[config.mk]
export PLATFORM = sky130hd
export DESIGN_NAME = pdm_mic_decimator
export DESIGN_NICKNAME = d
export VERILOG_FILES = /design/src/rtl/pdm_mic_decimator.sv
export SDC_FILE = /design/constraint.sdc
export NUM_CORES = 1
export LEC_CHECK = 0
export CAP_MARGIN = 20
export CORE_AREA = 2 2 57 59
export DETAILED_ROUTE_END_ITERATION = 10
export DIE_AREA = 0 0 59 61
export PLACE_DENSITY = 0.79
export SLEW_MARGIN = 20
export SYNTH_ARGS = -nofsm -noshare
export SYNTH_HDL_FRONTEND = slang
export SYNTH_SLANG_ARGS = --single-unit
export TNS_END_PERCENT = 5
[constraint.sdc]
create_clock -name clk_in -period 3.35 [get_ports clk_in]
set_input_delay 0.335 -clock clk_in [delete_from_list [all_inputs] [get_ports clk_in]]
set_output_delay 0.335 -clock clk_in [all_outputs]
set_load 0.01 [all_outputs]
[src/rtl/pdm_mic_decimator.sv]
// pdm_mic_decimator: PDM mic clock generator and boxcar decimator producing signed 8-bit PCM samples
module pdm_mic_decimator #(
  parameter int MIC_HALF   = 16,
  parameter int DECIM_LOG2 = 8
) (
  input  logic       clk_in,
  input  logic       rst_in,
  input  logic       enable_in,
  input  logic       mic_data_in,
  output logic       mic_clk_out,
  output logic       mic_lrsel_out,
  output logic       ready_out,
  output logic [7:0] pcm_out,
  output logic       clip_out
);
  localparam int D  = DECIM_LOG2;
  localparam int CW = $clog2(MIC_HALF + 1);
  localparam logic [D:0] HALF = {2'b01, {(D-1){1'b0}}};
  localparam logic signed [D:0] PFS = {{(D-7){1'b0}}, 8'h80};
  logic [CW-1:0] div;
  logic [1:0] sync;
  logic [D-1:0] bcnt;
  logic [D:0] ones, total;
  logic signed [D:0] diff, scaled;
  logic clk_d, tc, cap, last, sat;
  assign mic_lrsel_out = 1'b0;
  always_comb begin
    tc     = div == CW'(MIC_HALF - 1);
    cap    = clk_d & ~mic_clk_out;
    last   = cap & (&bcnt);
    total  = ones + {{D{1'b0}}, sync[1]};
    diff   = total - HALF;
    scaled = diff >>> (D - 8);
    sat    = scaled == PFS;
  end
  // capture fires the cycle after the registered mic clock falls; clk_d is cleared on disable so stopping never fakes a fall
  always_ff @(posedge clk_in) begin
    if (rst_in) begin
      div         <= '0;
      mic_clk_out <= 1'b0;
      clk_d       <= 1'b0;
      sync        <= '0;
      bcnt        <= '0;
      ones        <= '0;
      ready_out   <= 1'b0;
      pcm_out     <= '0;
      clip_out    <= 1'b0;
    end else begin
      sync      <= {sync[0], mic_data_in};
      ready_out <= last;
      if (last) begin
        pcm_out  <= sat ? 8'h7f : scaled[7:0];
        clip_out <= clip_out | sat;
      end
      if (!enable_in) begin
        div         <= '0;
        mic_clk_out <= 1'b0;
        clk_d       <= 1'b0;
      end else begin
        div         <= tc ? '0 : div + 1'b1;
        mic_clk_out <= mic_clk_out ^ tc;
        clk_d       <= mic_clk_out;
      end
      if (!enable_in || last) begin
        bcnt <= '0;
        ones <= '0;
      end else if (cap) begin
        bcnt <= bcnt + 1'b1;
        ones <= total;
      end
    end
  end
endmodule

==> metrics.txt <==
# TYPE chip_impl_metric gauge
chip_impl_info{name="result_of_the_run",value="complete, no violations"} 1
chip_impl_metric{name="fmax",unit="GHz"} 0.487
chip_impl_info{name="clk_tree_root_cell",value="sky130_fd_sc_hd__clkbuf_4"} 1
chip_impl_metric{name="synthXorXnorAreaFrac",unit="%"} 9.31
chip_impl_metric{name="holdWs",unit="ns"} 0.466
chip_impl_metric{name="ys_ff_latch",unit=""} 36
chip_impl_metric{name="route.detailed.vias_per_inst",unit=""} 5.83
chip_impl_info{name="clock_tree_from_tritoncts",value="yes"} 1
chip_impl_metric{name="io_buffers",unit=""} 14
chip_impl_metric{name="clock-sinks",unit=""} 36
chip_impl_metric{name="multi_input_comb_area",unit="um^2"} 893
chip_impl_metric{name="drcViolationCount",unit=""} 0
chip_impl_metric{name="grt_util_all_layers",unit="%"} 21.7
chip_impl_metric{name="drt_first_pass_iters",unit=""} 4
chip_impl_info{name="min_path_type",value="reg -> reg"} 1
chip_impl_metric{name="power.share.sequential",unit="%"} 57.3
chip_impl_info{name="cpMostUsedCell",value="sky130_fd_sc_hd__ha_1"} 1
chip_impl_metric{name="yosys_warns",unit=""} 0
chip_impl_metric{name="yosysSeqAreaShare",unit="%"} 42.5
chip_impl_metric{name="share_of_final_layout_standard_cells_stronger_than_drive_strength_1",unit="%"} 8.25
chip_impl_metric{name="pwr-share-clk",unit="%"} 40.6
chip_impl_metric{name="detail_route.iter0.violations",unit=""} 43
chip_impl_metric{name="setup-violations-final",unit=""} 0
chip_impl_metric{name="routed_wl",unit="mm"} 3.27
chip_impl_metric{name="power.net_switching",unit="mW"} 0.161
chip_impl_metric{name="globalplace.congestion",unit=""} 0.781
chip_impl_metric{name="power.density",unit="nW/um^2"} 399
chip_impl_metric{name="grt_remaining_overflow",unit=""} 0
chip_impl_metric{name="finalHoldViolations",unit=""} 0
chip_impl_metric{name="flow.area_growth_from_synthesis",unit="%"} 11.4
chip_impl_metric{name="post_synthesis_compound_gate_area_fraction",unit="%"} 10.6
chip_impl_metric{name="combinational_fraction_of_design_power",unit="%"} 2.1
chip_impl_metric{name="post_synth_and_or_nand_nor_area_fraction",unit="%"} 27.8
chip_impl_metric{name="floorplan.rows",unit=""} 20
chip_impl_metric{name="vias",unit=""} 1393
chip_impl_metric{name="data_required_time_at_the_worst_endpoint",unit="ns"} 3.63
chip_impl_metric{name="drv.max_cap_violation_count",unit=""} 0
chip_impl_info{name="rsz0062_at_grt",value="false"} 1
chip_impl_metric{name="synthesis.instances",unit=""} 194
chip_impl_metric{name="p_leak",unit="nW"} 0.638
chip_impl_metric{name="max_slew_margin",unit="%"} 62.9
chip_impl_metric{name="die-area",unit="um^2"} 3600
chip_impl_metric{name="layout.filler_cells",unit=""} 242
chip_impl_metric{name="fin_tns_setup",unit="ns"} 0
chip_impl_metric{name="distinct_cell_type_count_after_synthesis",unit=""} 42
chip_impl_info{name="critPathLaunchType",value="flop"} 1
chip_impl_metric{name="clock_insertion_delay_worst_skew",unit="ns"} 0.35
chip_impl_metric{name="number_of_buffers_created_by_cts",unit=""} 5
chip_impl_metric{name="grt_antenna_before_repair",unit=""} 0
chip_impl_metric{name="synth_fa_ha_area_share",unit="%"} 3.69
chip_impl_metric{name="ant_nets",unit=""} 0
chip_impl_metric{name="final.period_utilization",unit="%"} 61.3
chip_impl_metric{name="synthesis.nets",unit=""} 203
chip_impl_info{name="crit_slowest_cell",value="sky130_fd_sc_hd__a2111oi_1"} 1
chip_impl_metric{name="first_global_vias",unit=""} 1340
chip_impl_metric{name="post_cts.repair.setup_buffers",unit=""} 0
chip_impl_metric{name="clockBufferDepth",unit=""} 2
chip_impl_metric{name="netSwitchingFraction",unit="%"} 21.4
chip_impl_metric{name="worst-path-max-fanout",unit=""} 6
chip_impl_metric{name="synthesis.area",unit="um^2"} 1690
chip_impl_metric{name="pin_count",unit=""} 16
chip_impl_metric{name="initial_utilization",unit="%"} 57.4
chip_impl_info{name="setup.worst_path.class",value="reg -> reg"} 1
chip_impl_metric{name="p_int",unit="mW"} 0.592
chip_impl_metric{name="floorplan.die.height",unit="um"} 61
chip_impl_metric{name="grt_pass1_wl",unit="mm"} 5.67
chip_impl_metric{name="fin_worst_skew",unit="ns"} 0.00939
chip_impl_metric{name="core_area",unit="um^2"} 2950
chip_impl_metric{name="synth.avg_cell_area",unit="um^2"} 8.73
chip_impl_metric{name="crit_path_max_incr_delay",unit="ns"} 0.39
chip_impl_metric{name="cts_hold_buffers",unit=""} 0
chip_impl_metric{name="hpwlAfterDp",unit="mm"} 2.41
chip_impl_metric{name="period_minus_slack",unit="ns"} 2.05
chip_impl_info{name="endpoint_kind",value="flop"} 1
chip_impl_metric{name="die_width",unit="um"} 59
chip_impl_metric{name="num-nets-final",unit=""} 214
chip_impl_metric{name="synth.mux.area_fraction",unit="%"} 1.18
chip_impl_metric{name="worstMarginPinSlew",unit="ns"} 0.555
chip_impl_metric{name="cts_repair_resize_count",unit=""} 0
chip_impl_metric{name="cp.arrival",unit="ns"} 2.33
chip_impl_metric{name="largest_net_degree_at_the_start_of_global_routing",unit=""} 16
chip_impl_info{name="path_cells",value="ha_1 -> ha_1 -> and3_1 -> a2111oi_1 -> or3_4 -> nand3_1 -> a211oi_2"} 1
chip_impl_metric{name="insertedDiodeCount",unit=""} 0
chip_impl_metric{name="clkSlewWorstSetupHoldPaths",unit="ns"} 0.11
chip_impl_metric{name="htree_levels",unit=""} 2
chip_impl_metric{name="route.detailed.wl_per_inst",unit="um"} 13.7
chip_impl_metric{name="slew_violations",unit=""} 0
chip_impl_info{name="synth_top_family_by_area",value="simple AND/OR/NAND/NOR gates"} 1
chip_impl_metric{name="sequential_cell_area",unit="um^2"} 721
chip_impl_metric{name="peakVddDrop",unit="mV"} 0.264
critical path, delay by kind of cell (launching register included):
family / cells / cell delay [ns]
AOI/OAI and AO/OA: 2 / 0.61
and+or+nand+nor: 3 / 0.57
adders and majority gates: 2 / 0.48
DFF: 1 / 0.34
power by group through the flow:
| stage | clock (mW) | combinational, mW | sequential, mW |
|---|---|---|---|
| floorplan | 0 | 0.0109 | 0.441 |
| global placement | 0 | 0.0150 | 0.441 |
| detailed placement | 0 | 0.0157 | 0.441 |
| CTS | 0.316 | 0.0159 | 0.431 |
| global route | 0.332 | 0.0177 | 0.432 |
| finish | 0.306 | 0.0160 | 0.431 |
cells in the final DEF (no fill, tap or decap), drive strengths merged, types with 2 or more instances in the layout:
cell / instances
clkbuf: 5
nor2: 32
ha: 5
o21a: 2
inv: 3
xnor2: 11
mux2i: 2
nand4: 5
dfxtp: 36
nand2b: 4
nor4: 4
and3: 6
clkdlybuf4s50: 14
nor2b: 3
or2: 2
and2: 2
xor2: 7
or3: 3
nand2: 17
o21ai: 8
nor3: 4
a21oi: 10
nand3: 5
and4: 2
metrics by stage:
| step | total power [mW] | instance area (um^2) | utilization (%) | cells | setup slack, ns |
|---|---|---|---|---|---|
| 2_1_floorplan | 0.452 | 1690 | - | 194 | 1.51 |
| 3_3_place_gp | 0.456 | 1810 | 61.2 | 231 | 1.36 |
| 3_5_place_dp | 0.457 | 1810 | 61.2 | 231 | 1.25 |
| 4_1_cts | 0.763 | 1890 | 63.9 | 239 | 1.29 |
| 5_1_grt | 0.782 | 1890 | 63.9 | 239 | 1.12 |
| 6_report | 0.753 | 1890 | 63.9 | 239 | 1.30 |
final timing paths:
check | cells after the start | startpoint | slack, ns | end
worst max-delay path | 7 | ones[0] | 1.30 | pcm_out[5]
worst min-delay path | 1 | sync[0] | 0.47 | sync[1]
worst max register to register | 7 | ones[0] | 1.30 | pcm_out[5]
worst min register to register | 1 | sync[0] | 0.47 | sync[1]
Yosys cell counts, drive strengths merged:
| master | number | area [um^2] |
|---|---|---|
| or3 | 3 | 23.8 |
| nand4b | 1 | 8.76 |
| and4b | 1 | 10.0 |
| nand2b | 4 | 25.0 |
| a31oi | 1 | 6.26 |
| conb | 1 | 3.75 |
| o21ai | 8 | 40.0 |
| a41oi | 1 | 8.76 |
| a21boi | 1 | 7.51 |
| nor2 | 32 | 120 |
| nand4 | 5 | 31.3 |
| nor4 | 4 | 31.3 |
| buf | 9 | 65.1 |
| clkbuf | 1 | 3.75 |
| dfxtp | 36 | 721 |
| nor3 | 4 | 20.0 |
| a311oi | 1 | 8.76 |
| a21oi | 10 | 53.8 |
| o21a | 2 | 15.0 |
| and4 | 2 | 17.5 |
| and2 | 2 | 15.0 |
| o31a | 1 | 8.76 |
| ha | 5 | 62.6 |
| xnor2 | 11 | 96.3 |
| xor2 | 7 | 61.3 |
| nor2b | 3 | 18.8 |
| nand3 | 5 | 35.0 |
| inv | 3 | 11.3 |
| a211oi | 1 | 12.5 |
| a2111oi | 1 | 10.0 |
| a21o | 1 | 7.51 |
| nand2 | 17 | 63.8 |
| and3 | 6 | 37.5 |
| mux2i | 2 | 20.0 |
| or2 | 2 | 12.5 |
cells by family (layout without fill, tap and decap cells):
family | after synthesis | count (layout)
DFF | 36 | 36
AOI/OAI and AO/OA | 28 | 28
adders and majority gates | 5 | 5
buffers and inverters | 13 | 25
and+or+nand+nor | 91 | 91
xor gates and xnor gates | 18 | 18
other | 1 | 1
muxes | 2 | 2
flip-flops by register name, summed over array words and instances, names as in the netlist:
signal,flops
mic_clk_out,1
ready_out,1
clk_d,1
pcm_out,8
bcnt,8
clip_out,1
div,5
sync,2
ones,9
layout make-up:
cell class,count,area share [%]
Clock buffer,5,1.99
Multi-Input combinational cell,145,47.3
Timing Repair Buffer,14,7.43
Inverter,3,0.597
Sequential cell,36,38.2
Clock inverter,3,2.25
Tap cell,33,2.19
per-layer routing:
metal / GRT usage, % / routed length, um
met1: 25.3 / 1400
met2: 33.5 / 1580
met5: 0 / 0
met3: 7.25 / 144
met4: 15.9 / 141
Power figures use the tool's default switching activity.
